--- config.mk ---
export PLATFORM = sky130hd
export DESIGN_NAME = mmd_counter
export DESIGN_NICKNAME = d
export VERILOG_FILES = /design/src/rtl/mmd_counter.sv
export SDC_FILE = /design/constraint.sdc
export NUM_CORES = 1
export LEC_CHECK = 0
export ABC_AREA = 1
export BUFFER_PORTS_ARGS = -buffer_cell sky130_fd_sc_hd__clkbuf_2
export CAP_MARGIN = 10
export CORE_MARGIN = 2
export CORE_UTILIZATION = 30
export CTS_CLUSTER_SIZE = 8
export DETAILED_ROUTE_END_ITERATION = 6
export GPL_ROUTABILITY_DRIVEN = 0
export PLACE_DENSITY = 0.58
export SETUP_SLACK_MARGIN = 0.1
export SYNTH_ARGS = -nofsm -noshare
export SYNTH_HDL_FRONTEND = slang
export SYNTH_SLANG_ARGS = --single-unit
--- constraint.sdc ---
create_clock -name clk -period 1.6 [get_ports clk]
set_input_delay 0.08 -clock clk [delete_from_list [all_inputs] [get_ports clk]]
set_output_delay 0.08 -clock clk [all_outputs]
set_load 0.02 [all_outputs]
--- src/rtl/mmd_counter.sv ---
// mmd_counter: multi-modulus divider that makes one output period of N clocks per captured divide value.
// Define MMD_DUTY50_EN for a near-50% square wave on div_out instead of a one-cycle pulse.
module mmd_counter #(
    parameter int MIN_DIV = 3,
    parameter int MAX_DIV = 11,
    parameter int CNT_W = 16
) (
    input  logic             clk,
    input  logic             rst,
    input  logic             en,
    input  logic [3:0]       div_val,
    input  logic             clr_err,
    output logic             div_req,
    output logic             div_out,
    output logic             clamp_err,
    output logic [CNT_W-1:0] period_cnt
);
    typedef enum logic {IDLE, RUN} state_t;
    state_t state;
    logic [3:0] cnt, n;
    logic lo, hi, load, run_out;
    assign lo = div_val < 4'(MIN_DIV);
    assign hi = div_val > 4'(MAX_DIV);
    assign n = lo ? 4'(MIN_DIV) : hi ? 4'(MAX_DIV) : div_val;
    assign load = en && (state == IDLE || cnt == 4'd0);
    assign div_req = load && !rst;
`ifdef MMD_DUTY50_EN
    logic [3:0] half;
    // Output level for the cycle after a decrement, judged on the next count value.
    assign run_out = (cnt - 4'd1) >= half;
`else
    assign run_out = 1'b0;
`endif
    always_ff @(posedge clk or posedge rst) begin
        if (rst) begin
            state <= IDLE;
            cnt <= 4'd0;
            div_out <= 1'b0;
            clamp_err <= 1'b0;
            period_cnt <= '0;
`ifdef MMD_DUTY50_EN
            half <= 4'd0;
`endif
        end else begin
            clamp_err <= (load && (lo || hi)) || (clamp_err && !clr_err);
            if (!en) begin
                state <= IDLE;
                cnt <= 4'd0;
                div_out <= 1'b0;
            end else if (load) begin
                state <= RUN;
                cnt <= n - 4'd1;
                div_out <= 1'b1;
                period_cnt <= period_cnt + CNT_W'(1);
`ifdef MMD_DUTY50_EN
                half <= n >> 1;
`endif
            end else begin
                cnt <= cnt - 4'd1;
                div_out <= run_out;
            end
        end
    end
endmodule

# Yosys cells after proc, flatten, opt, wreduce, memory -nomap -nowiden
# Index checks and enable logic that the tools add are counted.
# word_totals
regBits	23
latch_bits	0
ram_bits	0
rom_bits	0
input_bits	8
out_inout_bits	19
elab_cells	31
n_memories	0
# op_classes
addsub	3
multipliers	0
div_mod_pow	0
order_cmp	2
eq_ne	1
n_shift	0
n_mux	8
bitwise	1
reduce_logical	11
# ops
operator	count
16-bit by 1-bit adder with 16-bit output, second input constant	1
4-bit two-way mux	4
4-bit by 1-bit subtractor with 4-bit output, second input constant	2
4-bit > comparator, second input constant	1
1-bit logical AND	4
4-bit zero test	1
4-bit by 2-bit < comparator with 1-bit output, second input constant	1
1-bit two-way mux	4
1-bit logical OR	3
1-bit zero test	2
2-bit by 1-bit != test with 1-bit output, second input constant	1
2-bit AND reduction	1
1-bit NOT	1

# Depth between registers and ports, before layout
# Gate-level depths: netlist of the first run.
# depth
word_depth	6
ltp_mapped	11
depth_no_buf	10

# Worst setup path before layout of the first run
# OpenSTA, ideal clock, no wires.
# synth_timing
path_type	register to register
start	reg period_cnt[2]
end	reg period_cnt[15]
setup_ps	117
arrival_ps	1296
required_ps	1483
slack_ps	187
stages_incl_launch_ff	10
n_path_buf	0
synth_period_minus_slack_ps	1413
path_cell_list	dfrtp_1 -> nand2_2 -> nor2_4 -> nand4_2 -> nor2_4 -> nand2_2 -> nor2_4 -> nand2_1 -> nand2_1 -> nand2_1
# synth_between
elab_chain_len	1
# synth_rtl
element	line	text
start, declared	16	output logic [CNT_W-1:0] period_cnt
start signal, assigned	54	period_cnt <= period_cnt + CNT_W'(1);
16-bit by 1-bit adder with 16-bit output	54	
# Every way passes these cells.
# A chain may end at the register's enable or synchronous reset.

# Worst setup path after layout of the first run
# layout_timing
start	reg cnt[2]
end	out div_req
# layout_between
elab_chain_len	4
# layout_rtl
element	line	text
start, declared	20	logic [3:0] cnt, n;
start signal, assigned	52	cnt <= n - 4'd1;
start signal, assigned	59	cnt <= cnt - 4'd1;
4-bit zero test	25	assign load = en && (state == IDLE || cnt == 4'd0);
1-bit logical OR	25	
1-bit logical AND	25	
1-bit logical AND	26	assign div_req = load && !rst;
end, declared	13	output logic div_req,
# Every way passes these cells.

==> qor.yml, run 1 <==
floorplanning:
  area_enclosed_by_the_die_boundary_um2: 4930
  initial_utilization_pct: 30.6
  top_level_ports: 27
  die_span_in_x_um: 70.2
  die_h_um: 70.2
  floorplan.core_area_um2: 4290
  row_count: 24
sta:
  slew-limit-headroom_pct: 68.6
  worst-slew-pin-transition_ns: 0.470
  final.setup.tns_ns: 0
  finalMaxSlewViolations: 0
  report.final.setup_viol: 0
  hold-worst-slack_ns: 0.00314
  final.setup_skew_ns: 0.00324
  final.period_utilization_pct: 90.5
  rsz0062_at_grt: "yes"
  final_hold_viol_count: 0
  fin_crit_ns: 1.45
  fmax_mhz: 691
yosys:
  syn-instance-count: 160
  synthMostInstantiatedCell: "sky130_fd_sc_hd__nand2_1"
  ys_top_cells_by_area: "sky130_fd_sc_hd__dfrtp_1 44%, sky130_fd_sc_hd__nand2_1 11%, sky130_fd_sc_hd__inv_1 6.6%"
  netlist-cell-type-count: 31
  avgSynthCellArea_um2: 8.22
  synth-seq-area-share_pct: 43.8
  ys_seq_elements: 23
  synth.cell_area_um2: 1320
  synth.largest_area_cell: "sky130_fd_sc_hd__dfrtp_1"
  yosysTopAreaCellShare_pct: 43.8
  synthFlopType: "sky130_fd_sc_hd__dfrtp_1"
  synth_async_sr_flop_share_pct: 100
  commonest_cells_in_the_synthesized_netlist: "40 x sky130_fd_sc_hd__nand2_1, 23 x sky130_fd_sc_hd__dfrtp_1, 23 x sky130_fd_sc_hd__inv_1"
  yosys_warnings: 0
  synth_enable_flop_cells: 0
  post_synthesis_net_count: 169
worst_setup_path:
  timing.critical_path.cells: "nor2_2 -> nand2_2 -> nand2_4 -> nand2_8 -> nor2_1 -> clkbuf_2"
  crit_path_top_delay_cell: "sky130_fd_sc_hd__dfrtp_1"
  setup.worst_path.end_class: "primary output"
  r2r.worst_path.cells: 8
  criticalPathCategory: "flip-flop to primary output"
  worst_reg2reg_path_startpoint: "cnt[2]$_DFF_PP0_"
  ff2ff_setup_slack_ns: 0.18
  arrival_time_at_the_worst_endpoint_ns: 1.37
  critical_path.max_stage_delay_ns: 0.42
  worstPathRequired_ns: 1.52
  critical_path_launch_point_type: "flip-flop"
  cp_max_fo: 8
  rr_endpoint: "period_cnt[9]$_DFFE_PP0P_"
power_and_ir_drop:
  power.static_leakage_uw: 0.000856
  power-per-cell-area_nw_per_um2: 1220
  worst_ir_drop_vdd_mv: 0.356
clocking:
  cts_max_path_buffers: 2
  tritoncts: "yes"
  cts-buffers-inserted: 3
  numClockSinks: 23
  ctsHtreeMaxLevel: 1
  reg_clk_slew_reported_paths_ns: 0.08
  clk-insertion-delay-late_ns: 0.26
  clock_tree.root_cell: "sky130_fd_sc_hd__clkbuf_8"
route:
  route.detailed.vias_per_inst: 4.33
  routed_wire_length_per_instance_um: 10.8
  first_iter_violations: 30
  drt-pass1-iter-count: 4
  via_count: 1061
  totalWireLength_um: 2640
  drtAntennaViolNets: 0
  post-route-drc-count: 0
layout:
  final_area_um2: 1610
  diodes: 0
  nFillCells: 438
  final_core_utilization_pct: 37.5
  nets: 203
  multi_input_area_um2: 648
  sequential_standard_cell_area_um2: 576
  flow.area_growth_from_synthesis_pct: 22.6
  proportion_of_layout_cells_with_a_drive_suffix_above_1_pct: 29.0
placement:
  dp_hpwl_um: 1930
  port_buffers: 26
  placedInstanceArea_um2: 1490
global_route:
  grt_start_max_net_pins: 18
  remaining_global_route_overflow: 0
  antenna_found_initial: 0
  global_route_wire_length_before_repair_um: 4380
  grt_pass1_vias: 1008
  global_route.usage.total_pct: 10.9
flow_run:
  max_cap_violations: 0
status:
  status: "complete, no violations"
worst_hold_path:
  worst_hold_path.num_cells: 2
  hp-start: "clr_err"
  min_to: "clamp_err$_DFF_PP0_"
  hp-class: "input pin to flip-flop"
==> sequential cells by signal, indices dropped and copies added (netlist names) <==
signal      count
state           1
div_out         1
cnt             4
period_cnt     16
clamp_err       1
==> cell type report <==
| cell class | count | share of cell area, % |
|---|---|---|
| Multi-Input combinational cell | 108 | 40.2 |
| Sequential cell | 23 | 35.7 |
| Timing Repair Buffer | 32 | 11.0 |
| Inverter | 26 | 6.21 |
| Tap cell | 52 | 4.04 |
| Clock buffer | 4 | 2.80 |
==> stage by stage <==
step	instances	setup slack, ns	power (uW)
after floorplan	160	0.187	1380
after global placement	235	0.140	1590
after detailed placement	235	0.0881	1590
after CTS	240	0.125	1970
after global routing	245	0.0788	2120
final	245	0.153	1970
==> what timing repair did <==
action | CTS | global route
pin swaps | 1 | 1
buffers inserted | 0 | 4
setup endpoints to repair | 2 | 6
endpoints found under the hold margin | 11 | 0
resized for setup | 1 | 2
cloned | 0 | 1
hold buffers | 1 | 0
==> cells by family (layout without fill, tap and decap cells) <==
group           Yosys count  in the layout  share of synthesized area, %
compound gates           10             10                          4.66
fa+ha+maj                 1              1                         0.951
xor+xnor                 12             12                          7.99
simple gates             84             85                          33.2
flops                    23             23                          43.8
buf+inv                  30             62                          9.42
==> worst max-delay path by stage <==
stage                         startpoint                    endpoint  slack [ns]  cells after the start
6_report                cnt[2]$_DFF_PP0_                     div_req        0.15                      6
5_1_grt        period_cnt[0]$_DFFE_PP0P_  period_cnt[12]$_DFFE_PP0P_        0.08                      7
4_1_cts                 cnt[0]$_DFF_PP0_                     div_req        0.13                      6
3_5_place_dp            cnt[0]$_DFF_PP0_  period_cnt[15]$_DFFE_PP0P_        0.09                     10
3_3_place_gp            cnt[2]$_DFF_PP0_  period_cnt[15]$_DFFE_PP0P_        0.14                     10
2_1_floorplan  period_cnt[2]$_DFFE_PP0P_  period_cnt[15]$_DFFE_PP0P_        0.19                      9
==> power breakdown <==
part	switching [uW]	leakage, uW	internal [uW]
clock network	186	0.0000228	178
registers	144	0.000296	709
logic	491	0.000537	260
total	821	0.000856	1150
==> worst max-delay path: cells and delay by family, from the launching register on <==
| family | cells | cell delay, ns |
|---|---|---|
| AND/OR/NAND/NOR | 5 | 0.52 |
| buffers and inverters | 1 | 0.17 |
| flip-flops | 1 | 0.42 |
==> cell usage in the layout (no fill, tap or decap), drive strengths merged <==
master       count
inv             26
nor2            15
nand3           11
dlygate4sd3      1
nand3b           1
a21oi            3
ha               1
xor2             8
nand2           46
nand4            5
buf              5
clkbuf          30
o32ai            1
dfrtp           23
nor4             1
nor3             5
xnor2            4
o21ai            6
or2              1
==> metal layers <==
layer,part of all wire [%],track usage (%),routed length (um)
met1,49,14.7,1290
met2,47,17.7,1240
met3,3.3,1.88,87
met4,0.80,3.85,21
met5,0,0,0
Power figures use the tool's default switching activity.
==> run 2, diff against run 1 <==
CELL_PAD_IN_SITES_DETAIL_PLACEMENT = 1   (was not set)
CELL_PAD_IN_SITES_GLOBAL_PLACEMENT = 1   (was not set)
PLACE_DENSITY = 0.71   (was 0.58)
==> qor.yml, run 2 (synthesis gave the netlist of run 1 again) <==
status:
  status: "complete, no violations"
route:
  via_count: 1109
  post-route-drc-count: 0
  drt-pass1-iter-count: 4
  routed_wire_length_per_instance_um: 11.8
  drtAntennaViolNets: 0
  route.detailed.vias_per_inst: 4.45
  first_iter_violations: 31
  totalWireLength_um: 2940
clocking:
  cts-buffers-inserted: 3
  clock_tree.root_cell: "sky130_fd_sc_hd__clkbuf_8"
  reg_clk_slew_reported_paths_ns: 0.08
  cts_max_path_buffers: 2
  ctsHtreeMaxLevel: 1
  numClockSinks: 23
  clk-insertion-delay-late_ns: 0.26
  tritoncts: "yes"
sta:
  finalMaxSlewViolations: 0
  worst-slew-pin-transition_ns: 0.443
  final.setup_skew_ns: 0.000676
  final.setup.tns_ns: 0
  final.period_utilization_pct: 90.2
  fin_crit_ns: 1.44
  rsz0062_at_grt: "yes"
  fmax_mhz: 693
  final_hold_viol_count: 0
  hold-worst-slack_ns: 0.124
  slew-limit-headroom_pct: 70.4
  report.final.setup_viol: 0
worst_hold_path:
  min_to: "state$_DFFE_PP0P_"
  worst_hold_path.num_cells: 1
  hp-class: "input pin to flip-flop"
  hp-start: "en"
worst_setup_path:
  rr_endpoint: "period_cnt[15]$_DFFE_PP0P_"
  critical_path_launch_point_type: "flip-flop"
  r2r.worst_path.cells: 10
  ff2ff_setup_slack_ns: 0.19
  timing.critical_path.cells: "nor2_2 -> nand2_2 -> nand2_4 -> nand2_8 -> nor2_1 -> clkbuf_4"
  crit_family: "simple AND/OR/NAND/NOR gates"
  critical_path.max_stage_delay_ns: 0.41
  crit_buf_inv: 1
  worstPathRequired_ns: 1.52
  arrival_time_at_the_worst_endpoint_ns: 1.36
  timing.critical_path.depth: 6
  criticalPathCategory: "flip-flop to primary output"
  cp-startpoint: "cnt[2]$_DFF_PP0_"
  crit_path_top_delay_cell: "sky130_fd_sc_hd__dfrtp_1"
  worst_reg2reg_path_startpoint: "cnt[2]$_DFF_PP0_"
  cp_max_fo: 7
  setup.worst_path.end_class: "primary output"
layout:
  largest_register_ffs: 16
  flow.area_growth_from_synthesis_pct: 25.0
  sequential_standard_cell_area_um2: 576
  final_core_utilization_pct: 38.3
  final_common_cell: "sky130_fd_sc_hd__nand2_1"
  multi_input_area_um2: 646
  layout_common_cells: "40 x sky130_fd_sc_hd__nand2_1, 25 x sky130_fd_sc_hd__clkbuf_2, 23 x sky130_fd_sc_hd__inv_1, 23 x sky130_fd_sc_hd__dfrtp_1, 10 x sky130_fd_sc_hd__nor2_1"
  proportion_of_layout_cells_with_a_drive_suffix_above_1_pct: 31.0
  largestRegisters: "period_cnt (16), cnt (4)"
  nets: 207
  final_area_um2: 1640
  diodes: 0
  nFillCells: 524
  largest_register: "period_cnt"
global_route:
  grt_start_max_net_pins: 15
  remaining_global_route_overflow: 0
  global_route.usage.total_pct: 13.1
  grt_pass1_vias: 1132
  antenna_found_initial: 0
  global_route_wire_length_before_repair_um: 5150
floorplanning:
  die_span_in_x_um: 70.2
  row_count: 24
  initial_utilization_pct: 30.6
  area_enclosed_by_the_die_boundary_um2: 4930
  die_h_um: 70.2
  top_level_ports: 27
  floorplan.core_area_um2: 4290
flow_run:
  max_cap_violations: 0
power_and_ir_drop:
  power-per-cell-area_nw_per_um2: 1240
  power.static_leakage_uw: 0.000873
  worst_ir_drop_vdd_mv: 0.344
placement:
  port_buffers: 26
  placedInstanceArea_um2: 1510
  dp_hpwl_um: 2290
==> run 2: routing by layer <==
metal / wire length, um / global-route usage [%] / part of all wire [%] / vias up
met5: 0 / 0 / 0 / -
li1: - / - / - / 572
met3: 88 / 2.16 / 3.0 / 2
met4: 19 / 4.49 / 0.65 / 0
met1: 1340 / 17.6 / 46 / 515
met2: 1490 / 21.5 / 51 / 20
==> run 2: per-stage QoR <==
| step | cells | worst slack [ns] | power, uW |
|---|---|---|---|
| 2_1_floorplan | 160 | 0.187 | 1380 |
| 3_3_place_gp | 237 | 0.144 | 1620 |
| 3_5_place_dp | 237 | 0.122 | 1640 |
| 4_1_cts | 243 | 0.102 | 2010 |
| 5_1_grt | 249 | 0.0475 | 2200 |
| 6_report | 249 | 0.156 | 2030 |
==> run 2: timing repair <==
action                                  CTS  global route
endpoints found under the setup margin    1            14
pin swaps                                 0             1
resized for setup                         1             4
hold endpoints to repair                 12             0
hold buffers                              2             0
cloned                                    0             1
buffers inserted                          0             5
==> run 2: final cells by class <==
| type | instances | area share, % |
|---|---|---|
| multi-input cells | 108 | 39.3 |
| flip-flops and latches | 23 | 35.0 |
| repair buffers | 36 | 12.9 |
| inverters | 26 | 6.09 |
| well taps | 52 | 3.96 |
| clock buffers | 4 | 2.74 |
==> run 2: how the worst max path moves through the flow <==
| stage | to | slack [ns] |
|---|---|---|
| finish | div_req | 0.16 |
| floorplan | period_cnt[15]$_DFFE_PP0P_ | 0.19 |
| global route | period_cnt[15]$_DFFE_PP0P_ | 0.05 |
| detailed placement | period_cnt[15]$_DFFE_PP0P_ | 0.12 |
| CTS | div_req | 0.10 |
| global placement | period_cnt[15]$_DFFE_PP0P_ | 0.14 |
==> run 2: where the power goes <==
part           leakage [uW]  internal (uW)  total, uW  switching (uW)
registers          0.000296            709        841             131
logic              0.000554            306        835             529
clock network     0.0000228            177        355             178
total              0.000873           1190       2030             838
